[src/rtl/muldiv_pkg.sv]
// muldiv_pkg: shared op/state encodings and op predicates for the RV32M execute unit
package muldiv_pkg;
    typedef enum logic [2:0] {
        OP_MUL    = 3'b000,
        OP_MULH   = 3'b001,
        OP_MULHSU = 3'b010,
        OP_MULHU  = 3'b011,
        OP_DIV    = 3'b100,
        OP_DIVU   = 3'b101,
        OP_REM    = 3'b110,
        OP_REMU   = 3'b111
    } op_e;

    typedef enum logic [1:0] {S_IDLE, S_MUL, S_DIV, S_DONE} state_e;

    function automatic logic is_signed_a(input op_e op);
        return op == OP_MULH || op == OP_MULHSU || op == OP_DIV || op == OP_REM;
    endfunction

    function automatic logic is_signed_b(input op_e op);
        return op == OP_MULH || op == OP_DIV || op == OP_REM;
    endfunction

    function automatic logic is_rem(input op_e op);
        return op == OP_REM || op == OP_REMU;
    endfunction
endpackage

[src/rtl/muldiv_divider.sv]
// muldiv_divider: iterative unsigned restoring divider, one quotient bit per cycle
// Ports: clk, rst (async, active-high), start (load operands and run first iteration),
// flush (abandon), dividend/divisor (unsigned), done (all XLEN bits produced),
// quotient/remainder (unsigned, valid while done).
module muldiv_divider
    import muldiv_pkg::*;
#(
    parameter int XLEN = 32
) (
    input  logic            clk,
    input  logic            rst,
    input  logic            start,
    input  logic            flush,
    input  logic [XLEN-1:0] dividend,
    input  logic [XLEN-1:0] divisor,
    output logic            done,
    output logic [XLEN-1:0] quotient,
    output logic [XLEN-1:0] remainder
);
    localparam int CW = $clog2(XLEN + 1);

    logic [XLEN-1:0] rem_q, quo_q, dvs_q, rem_i, quo_i, dvs_i;
    logic [XLEN:0]   shifted, diff;
    logic [CW-1:0]   cnt;
    logic            run;

    // The start edge already performs the first iteration so that XLEN
    // iterations finish XLEN edges after the start edge.
    always_comb begin
        rem_i   = start ? '0 : rem_q;
        quo_i   = start ? dividend : quo_q;
        dvs_i   = start ? divisor : dvs_q;
        shifted = {rem_i, quo_i[XLEN-1]};
        diff    = shifted - {1'b0, dvs_i};
    end

    always_ff @(posedge clk or posedge rst) begin
        if (rst) begin
            rem_q <= '0;
            quo_q <= '0;
            dvs_q <= '0;
            cnt   <= '0;
            run   <= 1'b0;
        end else if (flush) begin
            cnt <= '0;
            run <= 1'b0;
        end else if (start || (run && cnt != '0)) begin
            rem_q <= diff[XLEN] ? shifted[XLEN-1:0] : diff[XLEN-1:0];
            quo_q <= {quo_i[XLEN-2:0], ~diff[XLEN]};
            dvs_q <= dvs_i;
            cnt   <= start ? CW'(XLEN - 1) : cnt - CW'(1);
            run   <= 1'b1;
        end else if (done) begin
            run <= 1'b0;
        end
    end

    assign done      = run && cnt == '0;
    assign quotient  = quo_q;
    assign remainder = rem_q;
endmodule

[src/rtl/muldiv_unit.sv]
// muldiv_unit: multi-cycle RV32M execute unit (MUL/MULH/MULHSU/MULHU/DIV/DIVU/REM/REMU)
// Ports: clk, rst (async, active-high); request in_valid/in_ready with in_op (funct3),
// in_a, in_b, in_tag; flush kills the in-flight op; result out_valid/out_ready with
// out_result and out_tag held stable until handshake; busy while not idle.
module muldiv_unit
    import muldiv_pkg::*;
#(
    parameter int XLEN       = 32,
    parameter int MUL_CYCLES = 2,
    parameter int TAG_W      = 5
) (
    input  logic             clk,
    input  logic             rst,
    input  logic             in_valid,
    output logic             in_ready,
    input  logic [2:0]       in_op,
    input  logic [XLEN-1:0]  in_a,
    input  logic [XLEN-1:0]  in_b,
    input  logic [TAG_W-1:0] in_tag,
    input  logic             flush,
    output logic             out_valid,
    input  logic             out_ready,
    output logic [XLEN-1:0]  out_result,
    output logic [TAG_W-1:0] out_tag,
    output logic             busy
);
    localparam logic [1:0] MUL_INIT = 2'(MUL_CYCLES - 1);

    state_e            state, state_d;
    op_e               op_in, op_q;
    logic              accept, div_start, div_done, q_neg, r_neg, sa, sb, dz, ov;
    logic [1:0]        mul_cnt;
    logic [2*XLEN-1:0] a_ext, b_ext, prod;
    logic [XLEN-1:0]   mul_sel, mul_tail, a_abs, b_abs, corner, div_q, div_r, div_fix;

    assign op_in     = op_e'(in_op);
    assign in_ready  = state == S_IDLE && !flush && !rst;
    assign accept    = in_valid && in_ready;
    assign out_valid = state == S_DONE;
    assign busy      = state != S_IDLE;

    // Sign-extending to the full product width makes the low 2*XLEN bits of a
    // plain multiply correct for every signed/unsigned operand mix.
    always_comb begin
        sa      = is_signed_a(op_in);
        sb      = is_signed_b(op_in);
        a_ext   = {{XLEN{sa & in_a[XLEN-1]}}, in_a};
        b_ext   = {{XLEN{sb & in_b[XLEN-1]}}, in_b};
        prod    = a_ext * b_ext;
        mul_sel = op_in == OP_MUL ? prod[XLEN-1:0] : prod[2*XLEN-1:XLEN];
        dz      = in_b == '0;
        ov      = sa && in_a == {1'b1, {(XLEN-1){1'b0}}} && &in_b;
        corner  = dz ? (is_rem(op_in) ? in_a : '1) : (is_rem(op_in) ? '0 : in_a);
        a_abs   = (sa & in_a[XLEN-1]) ? -in_a : in_a;
        b_abs   = (sb & in_b[XLEN-1]) ? -in_b : in_b;
        div_fix = is_rem(op_q) ? (r_neg ? -div_r : div_r) : (q_neg ? -div_q : div_q);
    end

    generate
        if (MUL_CYCLES == 1) begin : g_nopipe
            assign mul_tail = mul_sel;
        end else begin : g_pipe
            logic [XLEN-1:0] pipe [MUL_CYCLES-1];
            always_ff @(posedge clk or posedge rst) begin
                if (rst) begin
                    for (int i = 0; i < MUL_CYCLES - 1; i++) pipe[i] <= '0;
                end else begin
                    pipe[0] <= mul_sel;
                    for (int i = 1; i < MUL_CYCLES - 1; i++) pipe[i] <= pipe[i-1];
                end
            end
            assign mul_tail = pipe[MUL_CYCLES-2];
        end
    endgenerate

    always_comb begin
        state_d   = state;
        div_start = 1'b0;
        if (flush) begin
            state_d = S_IDLE;
        end else begin
            case (state)
                S_IDLE: if (accept) begin
                    if (!in_op[2]) begin
                        state_d = MUL_CYCLES == 1 ? S_DONE : S_MUL;
                    end else if (dz || ov) begin
                        state_d = S_DONE;
                    end else begin
                        state_d   = S_DIV;
                        div_start = 1'b1;
                    end
                end
                S_MUL:   state_d = mul_cnt == 2'd1 ? S_DONE : S_MUL;
                S_DIV:   state_d = div_done ? S_DONE : S_DIV;
                S_DONE:  state_d = out_ready ? S_IDLE : S_DONE;
                default: state_d = S_IDLE;
            endcase
        end
    end

    always_ff @(posedge clk or posedge rst) begin
        if (rst) state <= S_IDLE;
        else     state <= state_d;
    end

    always_ff @(posedge clk or posedge rst) begin
        if (rst) begin
            op_q       <= OP_MUL;
            q_neg      <= 1'b0;
            r_neg      <= 1'b0;
            mul_cnt    <= '0;
            out_result <= '0;
            out_tag    <= '0;
        end else begin
            if (accept) begin
                op_q    <= op_in;
                out_tag <= in_tag;
                q_neg   <= sa & (in_a[XLEN-1] ^ in_b[XLEN-1]);
                r_neg   <= sa & in_a[XLEN-1];
                mul_cnt <= MUL_INIT;
            end else if (state == S_MUL) begin
                mul_cnt <= mul_cnt - 2'd1;
            end
            if (accept && !in_op[2] && MUL_CYCLES == 1) out_result <= mul_sel;
            else if (accept && in_op[2] && (dz || ov))  out_result <= corner;
            else if (state == S_MUL && state_d == S_DONE) out_result <= mul_tail;
            else if (state == S_DIV && state_d == S_DONE) out_result <= div_fix;
        end
    end

    muldiv_divider #(.XLEN(XLEN)) u_div (
        .clk       (clk),
        .rst       (rst),
        .start     (div_start),
        .flush     (flush),
        .dividend  (a_abs),
        .divisor   (b_abs),
        .done      (div_done),
        .quotient  (div_q),
        .remainder (div_r)
    );
endmodule

[config.mk]
export PLATFORM = sky130hd
export DESIGN_NAME = muldiv_unit
export DESIGN_NICKNAME = d
export VERILOG_FILES = /design/src/rtl/muldiv_pkg.sv /design/src/rtl/muldiv_divider.sv /design/src/rtl/muldiv_unit.sv
export SDC_FILE = /design/constraint.sdc
export NUM_CORES = 2
export LEC_CHECK = 0
export CORE_ASPECT_RATIO = 0.6
export CORE_MARGIN = 3
export CORE_UTILIZATION = 35
export DETAILED_ROUTE_END_ITERATION = 8
export PLACE_DENSITY = 0.49
export SLEW_MARGIN = 10
export SYNTH_ARGS = -nofsm -noshare
export SYNTH_HDL_FRONTEND = slang
export SYNTH_SLANG_ARGS = --single-unit
[constraint.sdc]
create_clock -name clk -period 8.3 [get_ports clk]
set_input_delay 0.83 -clock clk [delete_from_list [all_inputs] [get_ports clk]]
set_output_delay 0.83 -clock clk [all_outputs]
set_load 0.01 [all_outputs]
-- Yosys cells after proc, flatten, opt, wreduce, memory -nomap -nowiden
Cells that the tools add are included.
- register bits: 181
- input port bits: 77
- output and inout bits: 40
- word-level logic and storage cells: 111
- $add $sub $neg: 7
- multipliers: 1
- eq/ne operators: 13
- muxes and demuxes: 37
- bitwise operators: 6
- reduce and logical (&&, ||, !) cells: 34
- operator list (operator ; number):
    $mux W32 ; 16
    $neg A32 Y32 ; 4
    $mul A33 B33 Y64 ; 1
    $sub A33 B32 Y33 ; 1
    $eq A32 B32 Y1 const B ; 1
    $logic_not A32 Y1 ; 1
    $reduce_and A32 Y1 ; 1
    $mux W6 ; 3
    $eq A3 B3 Y1 const B ; 5
    $mux W2 ; 7
    $logic_and A1 B1 Y1 ; 11
    $mux W1 ; 10
    $logic_or A1 B1 Y1 ; 9
    $pmux W2 S4 ; 1
    $eq A2 B2 Y1 const B ; 3
    $logic_not A6 Y1 ; 1
    $reduce_bool A2 Y1 ; 3
    $reduce_bool A3 Y1 ; 2
    $reduce_bool A6 Y1 ; 1
    $sub A6 B1 Y6 const B ; 1
    $eq A2 B1 Y1 const B ; 2
    $and A1 B1 Y1 ; 3
    $eq A3 B1 Y1 const B ; 1
    $eq A3 B2 Y1 const B ; 1
    7 further kinds ; 9

-- Depth between registers and ports, before layout
- depth after elaboration: 17
- gate-level depth with buffers: 35
- gate-level depth less buffers: 30

-- By module
Synthesis repeated with hierarchy kept, for this count alone.
- cell total of the unflattened synthesis: 5901
- area, all modules: 51800.9 um^2
- modules (own cells, without submodules) (module ; instances ; cells each ; area an instance (um^2) ; sequential area each (um^2)):
    muldiv_unit ; 1 ; 5141 ; 44995.7 ; 1926.8
    muldiv_divider ; 1 ; 760 ; 6805.3 ; 2577.5

-- Worst setup path before layout
No wires, ideal clock.
- kind: input to register
- start point: in in_op[2]
- end point: reg g_pipe.pipe[30] (netlist name)
- setup time: 0.137 ns
- arrival time: 9.259 ns
- required time: 8.163 ns
- slack: -1.096 ns
- stages on the path: 32
- path buffers: 6
- cells stage by stage: clkbuf_1 or3_1 clkbuf_1 and3_1 clkbuf_1 clkbuf_1 clkbuf_1 nand2_1 fa_1 inv_1 fa_1 fa_1 inv_1 fa_1 inv_1 fa_1 fa_1 fa_1 inv_1 fa_1 inv_1 ha_1 clkbuf_1 a21o_1 a21o_1 a211oi_1 o21ai_0 a21oi_1 o21ai_0 a211oi_1 mux2i_1 a21oi_1
- cells in the longest elaborated chain, start to end: 7
- elaborated cells on any way between the ends: 14
- those cells by class: mul (1); eq/ne (4); mux (1); bitwise (2); reduce/logical (6)
- RTL lines (item ; RTL line ; source):
    start, declared ; muldiv_unit.sv:16 ; input logic [2:0] in_op,
    $eq A3 B1 Y1 or $eq A3 B2 Y1 (tied branches) ; muldiv_pkg.sv:17, muldiv_pkg.sv:21 ;
    $logic_or A1 B1 Y1 (3 in a row) ; muldiv_pkg.sv:17 ; return op == OP_MULH || op == OP_MULHSU || op == OP_DIV || op == OP_REM;
    $and A1 B1 Y1 ; muldiv_unit.sv:47 ; a_ext = {{XLEN{sa & in_a[XLEN-1]}}, in_a};
    $mul A33 B33 Y64 ; muldiv_unit.sv:49 ; prod = a_ext * b_ext;
    $mux W32 * ; muldiv_unit.sv:50 ; mul_sel = op_in == OP_MUL ? prod[XLEN-1:0] : prod[2*XLEN-1:XLEN];
    named net mul_sel[30] ; muldiv_unit.sv:34 ; logic [XLEN-1:0] mul_sel, mul_tail, a_abs, b_abs, corner, div_q, div_r, div_fix;
    end, declared ; muldiv_unit.sv:63 ; logic [XLEN-1:0] pipe [MUL_CYCLES-1];
The timed path passes the listed nets; every way through them passes the cells marked *.
A chain may end at the register's enable or synchronous reset.

-- Worst setup path after layout
- start point: in in_op[2]
- end point: reg g_pipe.pipe[31] (netlist name)
The elaborated chain is that of the path after synthesis.

==> run metrics <==
DR vias between 40k and 50k; Routed Antenna Nets 0; Wirelength per Cell between 20 and 25 µm; max-cap violations 0; # placed instances approximately 8k; Avg Vias per Cell roughly 5; Floorplan Core Area between 100000 and 150000 µm²; count of mapped cells out of synthesis slightly below 6k; Die Height between 300 and 400 µm; drt pass-1 iters 5; startpoint class of the critical path input port; TritonCTS sink count 180; type of element capturing the critical path flop; largest net degree at the start of global routing around 130; clock tree from TritonCTS built; Slowest-stage cell, CP fa_2; final hold viol count 0; Fin Clk Skew 0.01265 ns; Total Die Area 150400 µm²; Non-Filler Instances around 8k; fraction of final layout cells sized beyond drive strength 1 0.1471; Slew @ Worst Pin 1.173 ns; HP Class reg -> reg; number of endpoints failing setup at the final stage 1; RSZ-0062 raised after global routing true; Fillers between 10k and 15k; Final WS setup -0.08632 ns; number of nets in the synthesized netlist approximately 7.3k; placement row count ~110; area of the mapped netlist between 50000 and 60000 µm²; estimated wirelength of the detail-placed design between 150000 and 200000 µm; outcome finished, violations left; post-synthesis async set-or-reset flop share 1.000; top cell family by delay on the critical path adder cells; largest stage delay on the critical path just under 0.7 ns; DRC violations left 0; violations in the final reports setup timing; starting utilization of the core area 0.3558; clock transition at the register clock pins on the worst setup and hold paths after CTS around 0.070 ns; number of synthesis warnings 0; number of antenna violations at the first check in global routing 27; Clock Path Buffers 2; synthesized area per cell between 8 and 9 µm²; number of synthesized flops with an enable pin 0; aggregate global-route resource usage 0.2682; clock network latency to the later pin of the worst-skew pair 0.46 ns; area post-placement a little under 60000 µm²; master cell of the clock root buffer clkbuf_16; number of buffers inserted during clock tree synthesis 17; critical path class in -> reg; I/O Buffers about 120; DR iter-0 viols 3937; number of distinct library cell variants in the gate-level netlist after synthesis slightly above 70; final worst-path cycle share 1.010; final net count slightly below 8k; DRT Wirelength ~200000 µm; buffers and inverters on the worst path 10; largest fanout on the critical path 5; I/O pin count 117; Yosys reg bits 180; number of global-route vias before repair roughly 43k; area of all placed cells without fillers ~60000 µm²; Synth-to-Final Area Change 18.52%; remaining global-route overflow 0; portion of the post-synthesis area used by sequential elements 0.08836; final weighted congestion in routability-driven placement 0.9591; final count of pins violating max slew 0; wire length of the first global-routing pass around 300000 µm; worst path arrival time just under 9 ns; required arrival time at the worst endpoint between 8 and 9 ns; setup total negative slack -0.08632 ns; width of the die about 500 µm; Slew HR 0.2170; Post-Place Worst Slack -1.092 ns; final critical delay including setup and external delays between 8 and 9 ns; prevailing post-synth register cell dfrtp_1; maximum clock rate approximately 120 MHz; H-tree depth reported by CTS 4; Critical Path Most Common Cell fa_2
layer usage:
metal	vias up	wire (µm)	track usage
met3	132	20250	0.06238
li1	18440	-	-
met5	-	13	0
met1	21650	100900	0.4391
met2	1767	75510	0.3542
met4	2	2768	0.04088
cell type report:
class / instances / area [µm²] / area share
clock inverters: 14 / 150.1 / 0.002485
multi-input cells: 4088 / 41120 / 0.6805
flip-flops and latches: 180 / 4504 / 0.07455
repair buffers: 794 / 7134 / 0.1181
inverters: 1234 / 4657 / 0.07708
clock buffers: 18 / 439.2 / 0.007269
diodes: 12 / 30.03 / 0.0004970
well taps: 1907 / 2386 / 0.03949
placed cells by master, fill, tap and decap left out, drive strengths merged, types with 12 or more instances in the layout:
cell / count
a21o: 48
clkbuf: 21
nor2: 182
xnor2: 122
and2: 312
xor2: 97
a211oi: 25
and3: 26
mux2i: 50
a22o: 20
dfrtp: 180
nor3: 38
o21a: 14
o31ai: 30
nand2b: 39
o21ai: 202
nand2: 1018
o211ai: 28
a31oi: 17
a21oi: 175
diode: 12
nand4: 18
nand3: 39
nor2b: 52
or3: 19
o41ai: 14
buf: 733
inv: 1236
clkdlybuf4s50: 55
fa: 1126
ha: 252
tightest hold or removal path: cells and delay by family (launching register included):
kind / cells / cell delay, ns
compound gates: 1 / 0.07
flops: 1 / 0.33
simple gates: 1 / 0.05
state kept, by name, indices dropped and copies added, names as in the netlist:
register	cells
u_div.quotient	32
u_div.dvs_q	32
mul_cnt	2
out_result	32
out_tag	5
op_q	2
q_neg	1
u_div.remainder	32
u_div.cnt	6
state	2
g_pipe.pipe	32
r_neg	1
u_div.run	1
cell usage after synthesis, types with 29 or more instances:
cell type | number | area [µm²]
xor2_1 | 97 | 849.6
nor3_1 | 38 | 190.2
and2_1 | 312 | 1952
ha_1 | 252 | 3153
o31ai_1 | 29 | 217.7
mux2i_1 | 50 | 500.5
inv_1 | 1234 | 4632
o21ai_0 | 174 | 870.8
nand3_1 | 39 | 195.2
buf_1 | 65 | 244.0
nand2_1 | 1018 | 3821
nand2b_1 | 39 | 244.0
clkbuf_1 | 284 | 1066
xnor2_1 | 122 | 1069
a21oi_1 | 175 | 875.8
fa_1 | 1126 | 22540
dfrtp_1 | 180 | 4504
nor2_1 | 181 | 679.4
a21o_1 | 48 | 360.4
nor2b_1 | 52 | 325.3
repair_timing:
item,in CTS,in global routing
endpoints found under the setup margin,25,27
hold buffers,0,0
gates resized for setup,81,115
endpoints found under the hold margin,0,0
pin swaps,76,96
buffers inserted,15,16
cloned,1,0
through the flow:
| step | util | hold WS, ns |
|---|---|---|
| final | 0.4218 | 0.4972 |
| after floorplan | - | 0.4387 |
| after global routing | 0.4217 | 0.5233 |
| after detailed placement | 0.4100 | 0.4792 |
| after CTS | 0.4169 | 0.5017 |
| after global placement | 0.4100 | 0.4542 |
path summary, 6_finish.rpt:
check | from | to | slack (ns) | cells past startpoint
max | in_op[2] | g_pipe.pipe[31]$_DFF_PP0_ | -0.09 | 29
min reg2reg | u_div.dvs_q[0]$_DFFE_PP0P_ | u_div.dvs_q[0]$_DFFE_PP0P_ | 0.50 | 2
min in group asynchronous | rst | out_tag[0]$_DFFE_PP0P_ | 1.01 | 2
max reg2reg | state[0]$_DFF_PP0_ | u_div.remainder[31]$_DFFE_PP0P_ | 2.36 | 19
max in group asynchronous | rst | u_div.remainder[26]$_DFFE_PP0P_ | 5.95 | 3
min | u_div.dvs_q[0]$_DFFE_PP0P_ | u_div.dvs_q[0]$_DFFE_PP0P_ | 0.50 | 2
logic make-up after synthesis:
logic type,count (synthesis),synth area share
AO/OA/AOI/OAI,649,0.07955
buffers and inverters,1607,0.1197
flip-flops,180,0.08836
XOR/XNOR,219,0.03763
multiplexers,57,0.01144
adder cells (fa/ha/maj),1378,0.5041
AND/OR/NAND/NOR,1784,0.1592
Power is left out: the tool's default activity adds up to more than one toggle a clock period on the data nets, which glitch-free logic cannot reach.
